===== config.mk =====
export PLATFORM = sky130hd
export DESIGN_NAME = control_unit_flat
export DESIGN_NICKNAME = d
export VERILOG_FILES = /design/src/rtl/cpu_ctrl_pkg.sv /design/src/rtl/control_unit_if.sv /design/src/rtl/control_unit_instr_class_decoder.sv /design/src/rtl/control_unit.sv /design/src/flat_wrapper.sv
export SDC_FILE = /design/constraint.sdc
export NUM_CORES = 1
export LEC_CHECK = 0
export BUFFER_PORTS_ARGS = -buffer_cell sky130_fd_sc_hd__buf_2
export CELL_PAD_IN_SITES_DETAIL_PLACEMENT = 1
export CELL_PAD_IN_SITES_GLOBAL_PLACEMENT = 1
export CORE_ASPECT_RATIO = 0.8
export CORE_MARGIN = 4
export CORE_UTILIZATION = 29
export DETAILED_ROUTE_END_ITERATION = 8
export GPL_ROUTABILITY_DRIVEN = 0
export PLACE_DENSITY_LB_ADDON = 0.1
export SETUP_SLACK_MARGIN = 0.05
export SYNTH_ARGS = -nofsm -noshare
export SYNTH_HDL_FRONTEND = slang
export SYNTH_SLANG_ARGS = --single-unit

===== constraint.sdc =====
create_clock -name clk -period 2 [get_ports clk]
set_clock_uncertainty 0.05 [all_clocks]
set_input_delay 0.1 -clock clk [delete_from_list [all_inputs] [get_ports clk]]
set_output_delay 0.1 -clock clk [all_outputs]
set_load 0.005 [all_outputs]

===== src/rtl/cpu_ctrl_pkg.sv =====
`default_nettype none
// ============================================================================
// Module   : cpu_ctrl_pkg
// Brief    : State encoding, opcode fields and control-word type for the
//            multicycle CPU control unit.
// Revision : 1.0 - initial release
// ============================================================================
package cpu_ctrl_pkg;

  typedef enum logic [3:0] {
    S_IDLE   = 4'd0,
    S_FETCH  = 4'd1,
    S_DECODE = 4'd2,
    S_FETCH2 = 4'd3,
    S_MEM_RD = 4'd4,
    S_MEM_WR = 4'd5,
    S_JUMP   = 4'd6,
    S_EXEC   = 4'd7,
    S_WB_ALU = 4'd8,
    S_WB_TR  = 4'd9,
    S_MOV    = 4'd10,
    S_HALT   = 4'd11
  } state_t;

  typedef enum logic [2:0] {
    CLS_MEMREF = 3'd0,
    CLS_ALU    = 3'd1,
    CLS_MOV    = 3'd2,
    CLS_ADDI   = 3'd3,
    CLS_LDI    = 3'd4,
    CLS_HALT   = 3'd5
  } instr_class_t;

  // Opcode fields: OP_MEMREF matches ir[7], OP_ALU matches ir[7:6], rest ir[7:4]
  localparam logic       OP_MEMREF = 1'b0;
  localparam logic [1:0] OP_ALU    = 2'b10;
  localparam logic [3:0] OP_MOV    = 4'b1100;
  localparam logic [3:0] OP_ADDI   = 4'b1101;
  localparam logic [3:0] OP_LDI    = 4'b1110;
  localparam logic [3:0] OP_HALT   = 4'b1111;

  localparam logic [1:0] MEM_LOAD   = 2'b00;
  localparam logic [1:0] MEM_STORE  = 2'b01;
  localparam logic [1:0] MEM_JUMP   = 2'b10;
  localparam logic [1:0] MEM_BRANCH = 2'b11;

  typedef struct packed {
    logic ld_PC;
    logic ld_IR;
    logic ld_DI;
    logic ld_TR;
    logic ld_ALU;
    logic ld_CZN;
    logic write_reg_en;
    logic mem_write;
    logic sel_PC_src_JUMP;
    logic sel_MEM_src_TR;
    logic sel_MEM_src_PC;
    logic sel_IR_3_2;
    logic sel_IR_4_3;
    logic sel_RF_write_src_TR_12_5;
    logic sel_RF_write_src_reg1;
    logic sel_RF_write_src_ALU;
    logic sel_ALU_src_reg1;
    logic sel_ALU_src_TR;
    logic sel_CZN_src_RF;
    logic sel_CZN_src_ALU;
    logic halted;
  } ctrl_t;

  // Idle control word: nothing loads, every select pair at its default leg
  function automatic ctrl_t ctrl_default();
    ctrl_t c;
    c                      = '0;
    c.sel_MEM_src_PC       = 1'b1;
    c.sel_IR_3_2           = 1'b1;
    c.sel_RF_write_src_ALU = 1'b1;
    c.sel_ALU_src_reg1     = 1'b1;
    c.sel_CZN_src_ALU      = 1'b1;
    return c;
  endfunction

endpackage
`default_nettype wire


===== src/rtl/control_unit_if.sv =====
`default_nettype none
// ============================================================================
// Module   : control_unit_if
// Brief    : Control interface between control_unit (master) and the datapath.
// Revision : 1.0 - initial release
// ============================================================================
interface control_unit_if;
  logic [7:0] ir;
  logic       cond_met;
  logic       ld_PC;
  logic       ld_IR;
  logic       ld_DI;
  logic       ld_TR;
  logic       ld_ALU;
  logic       ld_CZN;
  logic       write_reg_en;
  logic       mem_write;
  logic       sel_PC_src_JUMP;
  logic       sel_MEM_src_TR;
  logic       sel_MEM_src_PC;
  logic       sel_IR_3_2;
  logic       sel_IR_4_3;
  logic       sel_RF_write_src_TR_12_5;
  logic       sel_RF_write_src_reg1;
  logic       sel_RF_write_src_ALU;
  logic       sel_ALU_src_reg1;
  logic       sel_ALU_src_TR;
  logic       sel_CZN_src_RF;
  logic       sel_CZN_src_ALU;
  logic       halted;

  modport master (
    input  ir, cond_met,
    output ld_PC, ld_IR, ld_DI, ld_TR, ld_ALU, ld_CZN, write_reg_en, mem_write,
           sel_PC_src_JUMP, sel_MEM_src_TR, sel_MEM_src_PC, sel_IR_3_2, sel_IR_4_3,
           sel_RF_write_src_TR_12_5, sel_RF_write_src_reg1, sel_RF_write_src_ALU,
           sel_ALU_src_reg1, sel_ALU_src_TR, sel_CZN_src_RF, sel_CZN_src_ALU, halted
  );

  modport slave (
    output ir, cond_met,
    input  ld_PC, ld_IR, ld_DI, ld_TR, ld_ALU, ld_CZN, write_reg_en, mem_write,
           sel_PC_src_JUMP, sel_MEM_src_TR, sel_MEM_src_PC, sel_IR_3_2, sel_IR_4_3,
           sel_RF_write_src_TR_12_5, sel_RF_write_src_reg1, sel_RF_write_src_ALU,
           sel_ALU_src_reg1, sel_ALU_src_TR, sel_CZN_src_RF, sel_CZN_src_ALU, halted
  );
endinterface
`default_nettype wire


===== src/rtl/control_unit_instr_class_decoder.sv =====
`default_nettype none
// ============================================================================
// Module   : instr_class_decoder
// Brief    : Classifies the opcode nibble ir[7:4] into an instruction class.
// Revision : 1.0 - initial release
// ============================================================================
module instr_class_decoder
  import cpu_ctrl_pkg::*;
(
  input  wire logic [3:0]   i_op,
  output logic              o_is_two_byte,
  output instr_class_t      o_iclass,
  output logic [1:0]        o_memop
);

  always_comb begin
    o_iclass = CLS_HALT;
    o_memop  = i_op[2:1];
    if (i_op[3] == OP_MEMREF) begin
      o_iclass = CLS_MEMREF;
    end else if (i_op[3:2] == OP_ALU) begin
      o_iclass = CLS_ALU;
    end else begin
      case (i_op)
        OP_MOV:  o_iclass = CLS_MOV;
        OP_ADDI: o_iclass = CLS_ADDI;
        OP_LDI:  o_iclass = CLS_LDI;
        default: o_iclass = CLS_HALT;
      endcase
    end
    o_is_two_byte = (o_iclass == CLS_MEMREF) || (o_iclass == CLS_ADDI) ||
                    (o_iclass == CLS_LDI);
  end

endmodule
`default_nettype wire


===== src/rtl/control_unit.sv =====
`default_nettype none
// ============================================================================
// Module   : control_unit
// Brief    : Multicycle Moore FSM sequencing the 8-bit / 13-bit-address datapath.
// Revision : 1.0 - initial release
// ============================================================================
module control_unit
  import cpu_ctrl_pkg::*;
(
  input  wire logic        clk,
  input  wire logic        rst_n,
  control_unit_if.master   ctrl
);

  state_t       r_state;
  state_t       w_next;
  ctrl_t        w_ctrl;
  logic         w_is_two_byte;
  instr_class_t w_iclass;
  logic [1:0]   w_memop;

  instr_class_decoder u_decoder (
    .i_op          (ctrl.ir[7:4]),
    .o_is_two_byte (w_is_two_byte),
    .o_iclass      (w_iclass),
    .o_memop       (w_memop)
  );

  always_ff @(posedge clk or negedge rst_n) begin
    if (!rst_n) r_state <= S_IDLE;
    else        r_state <= w_next;
  end

  always_comb begin
    w_next = r_state;
    w_ctrl = ctrl_default();
    case (r_state)
      S_IDLE: w_next = S_FETCH;
      S_FETCH: begin
        w_ctrl.ld_IR = 1'b1;
        w_ctrl.ld_DI = 1'b1;
        w_ctrl.ld_PC = 1'b1;
        w_next       = S_DECODE;
      end
      S_DECODE: begin
        if (w_is_two_byte)            w_next = S_FETCH2;
        else if (w_iclass == CLS_ALU) w_next = S_EXEC;
        else if (w_iclass == CLS_MOV) w_next = S_MOV;
        else                          w_next = S_HALT;
      end
      S_FETCH2: begin
        w_ctrl.ld_TR = 1'b1;
        w_ctrl.ld_PC = 1'b1;
        case (w_iclass)
          CLS_MEMREF: begin
            case (w_memop)
              MEM_LOAD:  w_next = S_MEM_RD;
              MEM_STORE: w_next = S_MEM_WR;
              default:   w_next = S_JUMP;
            endcase
          end
          CLS_ADDI: w_next = S_EXEC;
          default:  w_next = S_WB_TR;
        endcase
      end
      S_MEM_RD: begin
        w_ctrl.sel_MEM_src_TR = 1'b1;
        w_ctrl.sel_MEM_src_PC = 1'b0;
        w_ctrl.ld_TR          = 1'b1;
        w_next                = S_WB_TR;
      end
      S_MEM_WR: begin
        w_ctrl.sel_MEM_src_TR = 1'b1;
        w_ctrl.sel_MEM_src_PC = 1'b0;
        w_ctrl.sel_IR_4_3     = 1'b1;
        w_ctrl.sel_IR_3_2     = 1'b0;
        w_ctrl.mem_write      = 1'b1;
        w_next                = S_FETCH;
      end
      S_JUMP: begin
        // Untaken branch leaves PC already pointing past byte2
        w_ctrl.sel_PC_src_JUMP = 1'b1;
        w_ctrl.ld_PC           = (w_memop == MEM_JUMP) | ctrl.cond_met;
        w_next                 = S_FETCH;
      end
      S_EXEC: begin
        w_ctrl.ld_ALU = 1'b1;
        w_ctrl.ld_CZN = 1'b1;
        if (w_iclass == CLS_ADDI) begin
          w_ctrl.sel_ALU_src_TR   = 1'b1;
          w_ctrl.sel_ALU_src_reg1 = 1'b0;
        end
        w_next = S_WB_ALU;
      end
      S_WB_ALU: begin
        w_ctrl.write_reg_en = 1'b1;
        w_next              = S_FETCH;
      end
      S_WB_TR: begin
        w_ctrl.sel_RF_write_src_TR_12_5 = 1'b1;
        w_ctrl.sel_RF_write_src_ALU     = 1'b0;
        w_ctrl.write_reg_en             = 1'b1;
        // LOAD names its register in DI[4:3]; LDI uses ir[3:2]
        if (w_iclass == CLS_MEMREF) begin
          w_ctrl.sel_IR_4_3 = 1'b1;
          w_ctrl.sel_IR_3_2 = 1'b0;
        end
        w_next = S_FETCH;
      end
      S_MOV: begin
        w_ctrl.sel_RF_write_src_reg1 = 1'b1;
        w_ctrl.sel_RF_write_src_ALU  = 1'b0;
        w_ctrl.write_reg_en          = 1'b1;
        w_ctrl.ld_CZN                = 1'b1;
        w_ctrl.sel_CZN_src_RF        = 1'b1;
        w_ctrl.sel_CZN_src_ALU       = 1'b0;
        w_next                       = S_FETCH;
      end
      S_HALT: w_ctrl.halted = 1'b1;
      default: w_next = S_IDLE;
    endcase
  end

  assign ctrl.ld_PC                    = w_ctrl.ld_PC;
  assign ctrl.ld_IR                    = w_ctrl.ld_IR;
  assign ctrl.ld_DI                    = w_ctrl.ld_DI;
  assign ctrl.ld_TR                    = w_ctrl.ld_TR;
  assign ctrl.ld_ALU                   = w_ctrl.ld_ALU;
  assign ctrl.ld_CZN                   = w_ctrl.ld_CZN;
  assign ctrl.write_reg_en             = w_ctrl.write_reg_en;
  assign ctrl.mem_write                = w_ctrl.mem_write;
  assign ctrl.sel_PC_src_JUMP          = w_ctrl.sel_PC_src_JUMP;
  assign ctrl.sel_MEM_src_TR           = w_ctrl.sel_MEM_src_TR;
  assign ctrl.sel_MEM_src_PC           = w_ctrl.sel_MEM_src_PC;
  assign ctrl.sel_IR_3_2               = w_ctrl.sel_IR_3_2;
  assign ctrl.sel_IR_4_3               = w_ctrl.sel_IR_4_3;
  assign ctrl.sel_RF_write_src_TR_12_5 = w_ctrl.sel_RF_write_src_TR_12_5;
  assign ctrl.sel_RF_write_src_reg1    = w_ctrl.sel_RF_write_src_reg1;
  assign ctrl.sel_RF_write_src_ALU     = w_ctrl.sel_RF_write_src_ALU;
  assign ctrl.sel_ALU_src_reg1         = w_ctrl.sel_ALU_src_reg1;
  assign ctrl.sel_ALU_src_TR           = w_ctrl.sel_ALU_src_TR;
  assign ctrl.sel_CZN_src_RF           = w_ctrl.sel_CZN_src_RF;
  assign ctrl.sel_CZN_src_ALU          = w_ctrl.sel_CZN_src_ALU;
  assign ctrl.halted                   = w_ctrl.halted;

endmodule
`default_nettype wire


===== src/flat_wrapper.sv =====
// flat-port wrapper written by rule: the top's interface ports become plain ports
module control_unit_flat import cpu_ctrl_pkg::*;
  (clk, rst_n, ctrl_ir, ctrl_cond_met, ctrl_ld_PC, ctrl_ld_IR, ctrl_ld_DI, ctrl_ld_TR, ctrl_ld_ALU, ctrl_ld_CZN, ctrl_write_reg_en, ctrl_mem_write, ctrl_sel_PC_src_JUMP, ctrl_sel_MEM_src_TR, ctrl_sel_MEM_src_PC, ctrl_sel_IR_3_2, ctrl_sel_IR_4_3, ctrl_sel_RF_write_src_TR_12_5, ctrl_sel_RF_write_src_reg1, ctrl_sel_RF_write_src_ALU, ctrl_sel_ALU_src_reg1, ctrl_sel_ALU_src_TR, ctrl_sel_CZN_src_RF, ctrl_sel_CZN_src_ALU, ctrl_halted);
  control_unit_if ctrl_i ();
  input  wire logic clk;
  input  wire logic rst_n;
  input wire logic [$bits(ctrl_i.ir)-1:0] ctrl_ir;
  input wire logic [$bits(ctrl_i.cond_met)-1:0] ctrl_cond_met;
  output wire logic [$bits(ctrl_i.ld_PC)-1:0] ctrl_ld_PC;
  output wire logic [$bits(ctrl_i.ld_IR)-1:0] ctrl_ld_IR;
  output wire logic [$bits(ctrl_i.ld_DI)-1:0] ctrl_ld_DI;
  output wire logic [$bits(ctrl_i.ld_TR)-1:0] ctrl_ld_TR;
  output wire logic [$bits(ctrl_i.ld_ALU)-1:0] ctrl_ld_ALU;
  output wire logic [$bits(ctrl_i.ld_CZN)-1:0] ctrl_ld_CZN;
  output wire logic [$bits(ctrl_i.write_reg_en)-1:0] ctrl_write_reg_en;
  output wire logic [$bits(ctrl_i.mem_write)-1:0] ctrl_mem_write;
  output wire logic [$bits(ctrl_i.sel_PC_src_JUMP)-1:0] ctrl_sel_PC_src_JUMP;
  output wire logic [$bits(ctrl_i.sel_MEM_src_TR)-1:0] ctrl_sel_MEM_src_TR;
  output wire logic [$bits(ctrl_i.sel_MEM_src_PC)-1:0] ctrl_sel_MEM_src_PC;
  output wire logic [$bits(ctrl_i.sel_IR_3_2)-1:0] ctrl_sel_IR_3_2;
  output wire logic [$bits(ctrl_i.sel_IR_4_3)-1:0] ctrl_sel_IR_4_3;
  output wire logic [$bits(ctrl_i.sel_RF_write_src_TR_12_5)-1:0] ctrl_sel_RF_write_src_TR_12_5;
  output wire logic [$bits(ctrl_i.sel_RF_write_src_reg1)-1:0] ctrl_sel_RF_write_src_reg1;
  output wire logic [$bits(ctrl_i.sel_RF_write_src_ALU)-1:0] ctrl_sel_RF_write_src_ALU;
  output wire logic [$bits(ctrl_i.sel_ALU_src_reg1)-1:0] ctrl_sel_ALU_src_reg1;
  output wire logic [$bits(ctrl_i.sel_ALU_src_TR)-1:0] ctrl_sel_ALU_src_TR;
  output wire logic [$bits(ctrl_i.sel_CZN_src_RF)-1:0] ctrl_sel_CZN_src_RF;
  output wire logic [$bits(ctrl_i.sel_CZN_src_ALU)-1:0] ctrl_sel_CZN_src_ALU;
  output wire logic [$bits(ctrl_i.halted)-1:0] ctrl_halted;
  assign ctrl_i.ir = ctrl_ir;
  assign ctrl_i.cond_met = ctrl_cond_met;
  assign ctrl_ld_PC = ctrl_i.ld_PC;
  assign ctrl_ld_IR = ctrl_i.ld_IR;
  assign ctrl_ld_DI = ctrl_i.ld_DI;
  assign ctrl_ld_TR = ctrl_i.ld_TR;
  assign ctrl_ld_ALU = ctrl_i.ld_ALU;
  assign ctrl_ld_CZN = ctrl_i.ld_CZN;
  assign ctrl_write_reg_en = ctrl_i.write_reg_en;
  assign ctrl_mem_write = ctrl_i.mem_write;
  assign ctrl_sel_PC_src_JUMP = ctrl_i.sel_PC_src_JUMP;
  assign ctrl_sel_MEM_src_TR = ctrl_i.sel_MEM_src_TR;
  assign ctrl_sel_MEM_src_PC = ctrl_i.sel_MEM_src_PC;
  assign ctrl_sel_IR_3_2 = ctrl_i.sel_IR_3_2;
  assign ctrl_sel_IR_4_3 = ctrl_i.sel_IR_4_3;
  assign ctrl_sel_RF_write_src_TR_12_5 = ctrl_i.sel_RF_write_src_TR_12_5;
  assign ctrl_sel_RF_write_src_reg1 = ctrl_i.sel_RF_write_src_reg1;
  assign ctrl_sel_RF_write_src_ALU = ctrl_i.sel_RF_write_src_ALU;
  assign ctrl_sel_ALU_src_reg1 = ctrl_i.sel_ALU_src_reg1;
  assign ctrl_sel_ALU_src_TR = ctrl_i.sel_ALU_src_TR;
  assign ctrl_sel_CZN_src_RF = ctrl_i.sel_CZN_src_RF;
  assign ctrl_sel_CZN_src_ALU = ctrl_i.sel_CZN_src_ALU;
  assign ctrl_halted = ctrl_i.halted;
  control_unit u_core (.clk(clk), .rst_n(rst_n), .ctrl(ctrl_i));
endmodule

# After elaboration in Yosys (flattened, before gate mapping)
# Index checks and enable logic that the tools add are counted.
# op_classes
n_mux,27
magnitude_cmp,0
multipliers,0
div,0
n_shift,0
n_reduce_logical,12
n_eq_ne,21
bitwise,1
addsub,0
# ops
operator,n
$eq 4x4->1 const B,7
$pmux 4 s7,1
$eq 4x3->1 const B,4
$mux 2,6
$mux 1,11
$reduce_or 2->1,5
$pmux 3 s3,1
$eq 4x2->1 const B,2
$mux 4,2
$pmux 2 s2,2
$pmux 4 s2,1
$eq 3x2->1 const B,2
$mux 3,2
$reduce_or 6->1,1
$eq 2x2->1 const B,2
$eq 4x1->1 const B,1
$logic_not 4->1,1
$eq 3x1->1 const B,1
$eq 3x3->1 const B,1
$logic_not 3->1,1
$reduce_or 3->1,1
$eq 2x1->1 const B,1
$logic_not 2->1,1
$logic_or 1x1->1,2
other kinds (2),2
# word_totals
memories,0
register_bits,4
word_cells,62
input_bits,11
ram_bits,0
latchBits,0
output_inout_bits,21
mem_bits_ro,0

# Depth between registers and ports, before layout
# Gate-level depths: netlist of the first run.
# logic_depth
word_depth,9
mapped_depth,6
mapped_depth_nobuf,5

# By module
# From an unflattened synthesis of the first run, not the netlist that was laid out.
# unflattened
hier_cells,85
hier_area_um2,563.0
# by_module_without_submodules
module,area_per_inst_um2,cells_per_inst,n_inst
control_unit,508.0,76,1
instr_class_decoder,55.1,9,1

# Worst setup path before layout of the first run
# Ideal clock, no wire load.
# synth_path
path_kind,register to output
startpoint,reg u_core.r_state[0]
endpoint,out ctrl_ld_IR
path_stages_with_launch,5
path_buffers,2
required_time_ps,1850
path_slack_ps,782
arrival_time_ps,1068
path_cell_list,dfrtp_1 -> buf_2 -> nand2_1 -> nor3_1 -> buf_4
# synth_via
elab_chain_cells,2
# synth_lines
element,line_no,text
from (decl),control_unit.sv:15,state_t r_state;
from (signal assigned),control_unit.sv:31,else r_state <= w_next;
$eq 4x1->1,control_unit.sv:37,case (r_state)
$mux 2,control_unit.sv:37,
to (decl),flat_wrapper.sv:10,output wire logic [$bits(ctrl_i.ld_IR)-1:0] ctrl_ld_IR;
# Every way passes these cells.

# Worst setup path after layout of the first run
# layout_path
startpoint,reg u_core.r_state[0]
endpoint,out ctrl_sel_ALU_src_TR
# layout_via
elab_chain_cells,2
# layout_lines
element,line_no,text
$eq 4x3->1,control_unit.sv:37,
$mux 2,control_unit.sv:37,
to (decl),flat_wrapper.sv:26,output wire logic [$bits(ctrl_i.sel_ALU_src_TR)-1:0] ctrl_sel_ALU_src_TR;
# Every way passes these cells.

==> results of run 1 <==
## cells in the mapped netlist (all sizes together), types with 2 or more instances
cell,number
nor2,13
buf,7
inv,7
nand2,6
nand2b,6
a21oi,5
o21ai,5
dfrtp,4
nor2b,3
o22a,3
a31oi,2
o211ai,2
## cell families (layout without fill, tap and decap cells)
logic type,after synthesis,after routing,share of synthesized area (%)
XOR/XNOR,1,1,1.632
flip-flops,4,4,18.65
multiplexers,1,1,2.098
AO/OA/AOI/OAI,19,19,23.08
buffers and inverters,14,38,14.92
AND/OR/NAND/NOR,37,37,39.63
## worst paths after layout
check                                   from  depth (start not counted)  slack [ns]             endpoint
min                                    rst_n                          2        0.15    u_core.r_state[2]
min reg2reg                u_core.r_state[1]                          2        0.68    u_core.r_state[2]
min in group clk                  ctrl_ir[6]                          3        0.18    u_core.r_state[0]
max reg2reg                u_core.r_state[0]                          3        0.62    u_core.r_state[3]
max in group asynchronous              rst_n                          2        1.63    u_core.r_state[1]
max                        u_core.r_state[0]                          4        0.23  ctrl_sel_ALU_src_TR
## layer usage
metal / vias to the layer above / wire, microns / share of wire [%] / GRT usage (%)
li1: 305 / - / - / -
met1: 282 / 764 / 48 / 17.41
met2: 23 / 660 / 42 / 20.05
met3: 4 / 141 / 8.9 / 6.162
met4: 0 / 21 / 1.3 / 5.687
met5: - / 0 / 0 / 0
## power by group
part | switching [W] | internal [W] | leakage, nW
Combinational | 0.000273 | 0.000282 | 0.267
Clock | 0.0000336 | 0.0000672 | 0.0138
Sequential | 0.000134 | 0.000117 | 0.0496
Total | 0.000441 | 0.000466 | 0.330
## stage by stage
| step | utilization, % | instances | cell area (sq um) | worst slack (ns) | hold WS [ns] |
|---|---|---|---|---|---|
| final | 40.09 | 122 | 678.2 | 0.2257 | 0.1524 |
| after CTS | 40.09 | 122 | 678.2 | 0.2102 | 0.1382 |
| after detailed placement | 38.17 | 118 | 645.6 | 0.4840 | -0.1405 |
| after floorplan | - | 76 | 536.8 | 0.7823 | -0.2456 |
| after global routing | 40.09 | 122 | 678.2 | 0.08984 | 0.1572 |
| after global placement | 38.17 | 118 | 645.6 | 0.4860 | -0.1449 |
## area by class of cell
| class | instances | area (sq um) |
|---|---|---|
| clock buffers | 3 | 22.52 |
| fillers | 240 | 1013 |
| inverters | 7 | 26.28 |
| multi-input cells | 58 | 356.6 |
| flip-flops and latches | 4 | 100.1 |
| well taps | 22 | 27.53 |
| repair buffers | 28 | 145.1 |
==> summary.txt, run 1 <==
Power and ir drop
  • Leak: 0.3300 nW
  • Overall Power: 0.0009064 W
  • Worst vdd ir: 0.5474 mV
  • PD cells: 1337 nW/um^2

Synth
  • Ys Warns: 0
  • Post-Synthesis Cells: 76
  • Register area share after synthesis: 18.65%
  • Syn nets: 87
  • Largest cells by area after synthesis: dfrtp_1 (19%), nor2_1 (8.4%), buf_4 (7.0%), nand2b_4 (5.1%), o22a_1 (4.9%)
  • Yosys reg bits: 4
  • Synth top area share: 18.65%
  • Post-synth top area cell: dfrtp_1
  • Count of different cell masters after synthesis: 31
  • Main synth FF type: dfrtp_1
  • Synth async-reset ratio: 100.0%
  • Mapped Area: 536.8 sq um
  • Post-synth EDFFs: 0
  • Synthesized area per cell: 7.063 sq um

STA
  • Final-report hold violation count: 0
  • Least-Margin Pin Slew: 0.5103 ns
  • Fmax: 563.6 MHz
  • RSZ-0062 raised after global routing: no
  • Final TNS setup: 0 ns
  • Final period util: 88.72%
  • # setup viols final: 0
  • Final Max Tran Viols: 0
  • Relative slew slack: 65.98%
  • Post-layout min period: 1.774 ns

Detailed routing
  • First drt pass iteration count: 2
  • DRC Markers: 0
  • Drt total wl: 1588 microns
  • Routed Antenna Nets: 0
  • 1st-iter DRT viols: 10
  • Via density: 5.033
  • Routed len/inst: 13.02 microns
  • Vias: 614

Clock tree
  • PostCTS Resize Cnt: 0
  • Clock transition at path regs: 0.04 ns
  • Htree depth: 1
  • Root buf cell: clkbuf_4
  • Clock Sinks: 4
  • CTS tree: done
  • Hold-fix buffers at CTS: 1
  • Setup bufs post-CTS: 0
  • Maximum root-to-sink buffer count: 2
  • CTS Buf Count: 3
  • Clk_lat worst skew: 0.23 ns

Floorplan
  • DIE AREA: 2608 sq um
  • Die width: 56.10 microns
  • Die H: 46.48 microns
  • Core footprint: 1692 sq um
  • FP Rows: 13
  • Initial Utilization: 31.73%
  • Num ports: 32

Global routing
  • Largest net degree at the start of global routing: 18
  • Antenna violations before repair: 0
  • First-pass GRT wire length: 2711 microns
  • Number of global-route vias before repair: 568
  • Total track usage: 13.66%
  • GR Overflow Total: 0

Worst setup path
  • Crit. End Element: primary output
  • CP bufs+invs: 1
  • CP max stage cell: dfrtp_1
  • CP cell instances: nand2_1 > nor2_1 > and3_1 > buf_2
  • Critical path peak fanout: 17
  • Slowest stage delay, CP: 0.65 ns
  • WS Path Type: reg -> out
  • Crit path DAT: 1.62 ns
  • CP Data Required Time: 1.85 ns
  • CP delay by family, top: flip-flops
  • Startpoint types: flop

Placement
  • # port buffers: 27
  • Post-DP HPWL: 1194 microns

Cells and area
  • N_diodes: 0
  • Final #Nets: 113
  • Largest regs: u_core.r_state x4
  • Fraction of layout cells with a size suffix above 1: 36.00%
  • Largest register FFs: 4
  • Area grow syn2layout: 26.34%
  • Commonest non-fill, non-tap cell in the layout: buf_2
  • Most frequent cells in the layout: buf_2 (27), nor2_1 (12), inv_1 (6), nand2_1 (6)
  • Top reg by flops: u_core.r_state

Hold path
  • Worst hold path class: in -> async

Job
  • Max_cap viols: 0

Run status
  • Status: finished clean
(Power assumes the default switching activity.)
==> run 2, diff against run 1 <==
--- a/config.mk
+++ b/config.mk
@@ -15,6 +15,8 @@
 export GPL_ROUTABILITY_DRIVEN = 0
 export PLACE_DENSITY_LB_ADDON = 0.1
 export SETUP_SLACK_MARGIN = 0.05
+export SLEW_MARGIN = 0
 export SYNTH_ARGS = -nofsm -noshare
 export SYNTH_HDL_FRONTEND = slang
 export SYNTH_SLANG_ARGS = --single-unit
+export TNS_END_PERCENT = 1
==> constraint.sdc (replaced) <==
create_clock -name clk -period 2.2 [get_ports clk]
set_clock_uncertainty 0.05 [all_clocks]
set_input_delay 0.11 -clock clk [delete_from_list [all_inputs] [get_ports clk]]
set_output_delay 0.11 -clock clk [all_outputs]
set_load 0.005 [all_outputs]
==> summary.txt, run 2 (synthesized netlist as in run 1, its figures left out) <==
Run status
  • Status: finished clean

Clock tree
  • Htree depth: 1 (unchanged)
  • Maximum root-to-sink buffer count: 2 (unchanged)
  • CTS Buf Count: 3 (unchanged)
  • CTS tree: done
  • Clock transition at path regs: 0.04 ns (about the same)
  • Clk_lat worst skew: 0.24 ns (about the same)
  • Clock Sinks: 4 (unchanged)
  • PostCTS Resize Cnt: 0 (unchanged)
  • Root buf cell: clkbuf_4

Worst setup path
  • CP bufs+invs: 1 (unchanged)
  • Crit path from: u_core.r_state[0]
  • WS Path Type: reg -> out
  • Critical path peak fanout: 17 (unchanged)
  • R2r startpoint: u_core.r_state[0]
  • CP max stage cell: dfrtp_1
  • Crit. End Element: primary output
  • CP cell instances: nand2_1 > nor2_1 > and3_1 > buf_2
  • CP delay by family, top: flip-flops
  • Startpoint types: flop
  • Crit path DAT: 1.62 ns (about the same)
  • CP Data Required Time: 2.04 ns (+0.19 ns)
  • Slowest stage delay, CP: 0.64 ns (about the same)

Power and ir drop
  • Worst vdd ir: 0.6146 mV (+12%)
  • Leak: 0.3300 nW (unchanged)
  • Sequential Power Share: 27.7% (about the same)
  • Clock Power Share: 11.4% (+0.3 points)
  • P_sw: 0.0004015 W (-8.9%)
  • Sw Share: 48.66% (+0.056 points)
  • Comb power frac: 61.0% (-0.2 points)
  • Internal power: 0.0004236 W (-9.1%)
  • PD cells: 1217 nW/um^2 (-9.0%)

Detailed routing
  • Routed Antenna Nets: 0 (unchanged)
  • Via density: 4.959 (-1.5%)
  • Vias: 605 (-1.5%)
  • DRC Markers: 0 (unchanged)
  • Drt total wl: 1608 microns (+1.3%)
  • First drt pass iteration count: 4 (+2)
  • 1st-iter DRT viols: 6 (-4)
  • Routed len/inst: 13.18 microns (+1.3%)

Cells and area
  • Commonest non-fill, non-tap cell in the layout: buf_2
  • Post-Layout Cell Count: 122 (unchanged)
  • Largest regs: u_core.r_state x4
  • Top reg by flops: u_core.r_state
  • Most frequent cells in the layout: buf_2 (27), nor2_1 (12), inv_1 (6), nand2_1 (6)
  • N_diodes: 0 (unchanged)
  • Largest register FFs: 4 (unchanged)
  • FF+latch area: 100.1 sq um (unchanged)
  • Final #Nets: 113 (unchanged)
  • Multi-input combinational cell area: 356.6 sq um (unchanged)
  • Area grow syn2layout: 26.34% (unchanged)
  • Fraction of layout cells with a size suffix above 1: 36.00% (unchanged)
  • # fillers: 231 (-3.8%)

Floorplan
  • Num ports: 32 (unchanged)
  • Core footprint: 1692 sq um (unchanged)
  • Initial Utilization: 31.73% (unchanged)
  • Die H: 46.48 microns (unchanged)
  • Die width: 56.10 microns (unchanged)
  • DIE AREA: 2608 sq um (unchanged)
  • FP Rows: 13 (unchanged)

STA
  • Post-layout min period: 1.780 ns
  • Final Max Tran Viols: 0 (unchanged)
  • Fmax: 561.8 MHz
  • # setup viols final: 0 (unchanged)
  • Relative slew slack: 67.04% (+1.1 points)
  • Final-report hold violation count: 0 (unchanged)
  • RSZ-0062 raised after global routing: no
  • Final TNS setup: 0 ns (unchanged)
  • Least-Margin Pin Slew: 0.4944 ns (-0.01594 ns)
  • Final period util: 80.91%

Global routing
  • Total track usage: 14.26% (+0.60 points)
  • GR Overflow Total: 0 (unchanged)
  • Number of global-route vias before repair: 571 (+0.53%)
  • Largest net degree at the start of global routing: 18 (unchanged)
  • Antenna violations before repair: 0 (unchanged)
  • First-pass GRT wire length: 2787 microns (+2.8%)

Placement
  • Placed Cells incl. Taps: 118 (unchanged)
  • # port buffers: 27 (unchanged)
  • Post-DP HPWL: 1199 microns (+0.42%)

Hold path
  • Worst hold path class: in -> async

Job
  • Max_cap viols: 0 (unchanged)
## run 2: power groups by stage
stage | registers, W | logic [W] | clock network, W
finish | 0.000228 | 0.000503 | 0.0000937
global route | 0.000246 | 0.000579 | 0.000107
CTS | 0.000230 | 0.000515 | 0.0000968
detailed placement | 0.000233 | 0.000509 | 0
global placement | 0.000233 | 0.000505 | 0
floorplan | 0.000130 | 0.000476 | 0
## run 2: area by class of cell
class / instances / share of cell area [%]
clock buffers: 3 / 3.321
multi-input cells: 58 / 52.58
repair buffers: 28 / 21.40
inverters: 7 / 3.875
well taps: 22 / 4.059
flip-flops and latches: 4 / 14.76
## run 2: final timing paths
path	end	slack [ns]	depth (start not counted)
setup / recovery	ctrl_sel_ALU_src_TR	0.42	4
hold / removal	u_core.r_state[0]	0.16	2
setup reg to reg	u_core.r_state[3]	0.84	3
hold reg to reg	u_core.r_state[2]	0.66	2
max in group asynchronous	u_core.r_state[2]	1.82	2
min in group clk	u_core.r_state[0]	0.18	3
## run 2: what timing repair did
| action | in CTS | in global routing |
|---|---|---|
| hold endpoints to repair | 4 | 0 |
| endpoints found under the setup margin | 0 | 0 |
| setup buffers | 0 | 0 |
| hold buffers | 1 | 0 |
## run 2: layer usage
metal	vias up	GRT usage (%)	wire length, microns
met5	-	0	0
met4	0	5.687	20
met3	4	5.602	123
li1	306	-	-
met2	23	20.51	664
met1	272	19.05	799
## run 2: metrics by stage
step	cell area (sq um)	setup slack [ns]	total power (W)	hold slack (ns)	util, %
2_1_floorplan	536.8	0.9723	0.0006065	-0.2356	-
6_report	678.2	0.4200	0.0008251	0.1611	40.09
3_3_place_gp	645.6	0.6742	0.0007380	-0.1350	38.17
5_1_grt	678.2	0.2460	0.0009328	0.1709	40.09
4_1_cts	678.2	0.4203	0.0008419	0.1493	40.09
3_5_place_dp	645.6	0.6702	0.0007421	-0.1305	38.17
==> run 3, diff against run 2 <==
--- a/config.mk
+++ b/config.mk
@@ -10,7 +10,7 @@
 export CELL_PAD_IN_SITES_GLOBAL_PLACEMENT = 1
 export CORE_ASPECT_RATIO = 0.8
 export CORE_MARGIN = 4
-export CORE_UTILIZATION = 29
+export CORE_UTILIZATION = 25
 export DETAILED_ROUTE_END_ITERATION = 8
 export GPL_ROUTABILITY_DRIVEN = 0
 export PLACE_DENSITY_LB_ADDON = 0.1
==> constraint.sdc (replaced) <==
create_clock -name clk -period 1.55 [get_ports clk]
set_clock_uncertainty 0.05 [all_clocks]
set_input_delay 0.0775 -clock clk [delete_from_list [all_inputs] [get_ports clk]]
set_output_delay 0.0775 -clock clk [all_outputs]
set_load 0.005 [all_outputs]
==> summary.txt, run 3 (synthesized netlist as in run 1, its figures left out) <==
Worst setup path
  • Startpoint types: flop
  • WS Path Type: reg -> out
  • R2r startpoint: u_core.r_state[0]
  • Crit path DAT: 1.35 ns (-0.27 ns)
  • Critical path peak fanout: 7 (-10)
  • CP Data Required Time: 1.42 ns (-0.62 ns)
  • Cell count of the worst reg-to-reg path: 3 (unchanged)
  • Reg-to-reg slack, setup: 0.22 ns (-0.62 ns)
  • Crit. End Element: primary output
  • Critical R2R Capture: u_core.r_state[2]

Floorplan
  • Num ports: 32 (unchanged)
  • DIE AREA: 2957 sq um (+13%)
  • Die width: 59.81 microns (+6.6%)
  • Initial Utilization: 27.36% (-4.4 points)
  • Core footprint: 1962 sq um (+16%)
  • FP Rows: 14 (+1)
  • Die H: 49.45 microns (+6.4%)

Clock tree
  • Clock Sinks: 4 (unchanged)
  • Maximum root-to-sink buffer count: 2 (unchanged)
  • CTS tree: done
  • Clk_lat worst skew: 0.25 ns (about the same)
  • Clock transition at path regs: 0.04 ns (about the same)
  • CTS Buf Count: 3 (unchanged)
  • Root buf cell: clkbuf_4
  • Htree depth: 1 (unchanged)

STA
  • Least-Margin Pin Slew: 0.2720 ns (-0.2224 ns)
  • Fmax: 676.8 MHz
  • Hold_ws: 0.1227 ns (-0.03842 ns)
  • Final period util: 95.33%
  • Post-layout min period: 1.478 ns
  • Final WS setup: 0.07245 ns (-0.3475 ns)
  • Final Max Tran Viols: 0 (unchanged)
  • RSZ-0062 raised after global routing: yes
  • Final-report hold violation count: 0 (unchanged)
  • Relative slew slack: 81.80% (+15 points)
  • # setup viols final: 0 (unchanged)
  • Final TNS setup: 0 ns (unchanged)

Power and ir drop
  • PD cells: 1823 nW/um^2 (+50%)
  • Worst vdd ir: 0.7257 mV (+18%)
  • Overall Power: 0.001462 W (+77%)
  • Leak: 0.3907 nW (+18%)

Cells and area
  • Largest regs: u_core.r_state x4
  • Top reg by flops: u_core.r_state
  • Largest register FFs: 4 (unchanged)
  • Commonest non-fill, non-tap cell in the layout: buf_2
  • Fraction of layout cells with a size suffix above 1: 47.75% (+12 points)
  • Most frequent cells in the layout: buf_2 (27), nor2_1 (10), buf_4 (9)
  • Fin util: 40.88% (+0.79 points)
  • Final #Nets: 124 (+9.7%)
  • N_diodes: 0 (unchanged)
  • Area grow syn2layout: 49.42%

Detailed routing
  • Routed len/inst: 13.11 microns (-0.53%)
  • Routed Antenna Nets: 0 (unchanged)
  • Via density: 4.778 (-3.7%)
  • Drt total wl: 1770 microns (+10%)
  • 1st-iter DRT viols: 6 (unchanged)
  • First drt pass iteration count: 4 (unchanged)
  • Vias: 645 (+6.6%)
  • DRC Markers: 0 (unchanged)

Placement
  • # port buffers: 27 (unchanged)
  • Pre-CTS WS: 0.1805 ns (-0.4897 ns)
  • Post-DP HPWL: 1262 microns (+5.3%)

Global routing
  • Total track usage: 13.42% (-0.83 points)
  • First-pass GRT wire length: 3001 microns (+7.7%)
  • Number of global-route vias before repair: 681 (+19%)
  • Largest net degree at the start of global routing: 12 (-6)
  • Antenna violations before repair: 0 (unchanged)
  • GR Overflow Total: 0 (unchanged)

Hold path
  • Worst hold path class: in -> async

Run status
  • Status: finished clean

Job
  • Max_cap viols: 0 (unchanged)
==> run 3: through the flow <==
step | cell area (sq um) | instances
after floorplan | 536.8 | 76
after global placement | 678.2 | 124
after detailed placement | 678.2 | 124
after CTS | 778.2 | 133
after global routing | 802.0 | 135
final | 802.0 | 135
==> run 3: area by class of cell <==
cell class	instances	area [sq um]
tap	24	30.03
timing repair buffer	39	252.7
fill	264	1160
sequential	4	105.1
multi-input combinational	58	365.4
clock buffer	3	22.52
inverter	7	26.28
==> run 3: metal layers <==
metal / up-vias / wire (microns) / share of wire (%) / GRT usage [%]
met5: - / 0 / 0 / 0
met4: 0 / 34 / 1.9 / 5.535
met3: 4 / 129 / 7.3 / 3.175
met2: 23 / 805 / 45 / 20.86
met1: 294 / 801 / 45 / 17.40
li1: 324 / - / - / -
==> run 3: how the worst max path moves through the flow <==
stage / startpoint / endpoint / slack, ns / depth (start not counted)
4_1_cts: u_core.r_state[0] / ctrl_sel_ALU_src_TR / 0.04 / 4
6_report: u_core.r_state[2] / ctrl_ld_CZN / 0.07 / 4
3_3_place_gp: u_core.r_state[3] / ctrl_sel_IR_4_3 / 0.19 / 4
5_1_grt: u_core.r_state[1] / ctrl_ld_DI / -0.03 / 5
2_1_floorplan: u_core.r_state[0] / ctrl_ld_IR / 0.35 / 4
3_5_place_dp: u_core.r_state[3] / ctrl_sel_IR_4_3 / 0.18 / 4
==> run 3: timing repair <==
item / CTS / global route
setup buffers: 5 / 2
hold buffers: 1 / 0
pin swaps: 0 / 1
gates resized for setup: 4 / 5
hold endpoints to repair: 4 / 0
endpoints found under the setup margin: 10 / 10
==> run 3: worst max-delay path, cell delays in order (launching register included) <==
cell and delay [ns]:
dfrtp_2 0.47, nand2b_4 0.19, mux2_4 0.27, nor2_2 0.07
buf_2 0.11
==> run 3: power breakdown <==
group | internal [W] | leakage, nW | switching (W) | total (W)
logic | 0.000568 | 0.332 | 0.000491 | 0.00106
clock network | 0.0000869 | 0.0138 | 0.0000483 | 0.000135
registers | 0.000162 | 0.0448 | 0.000105 | 0.000268
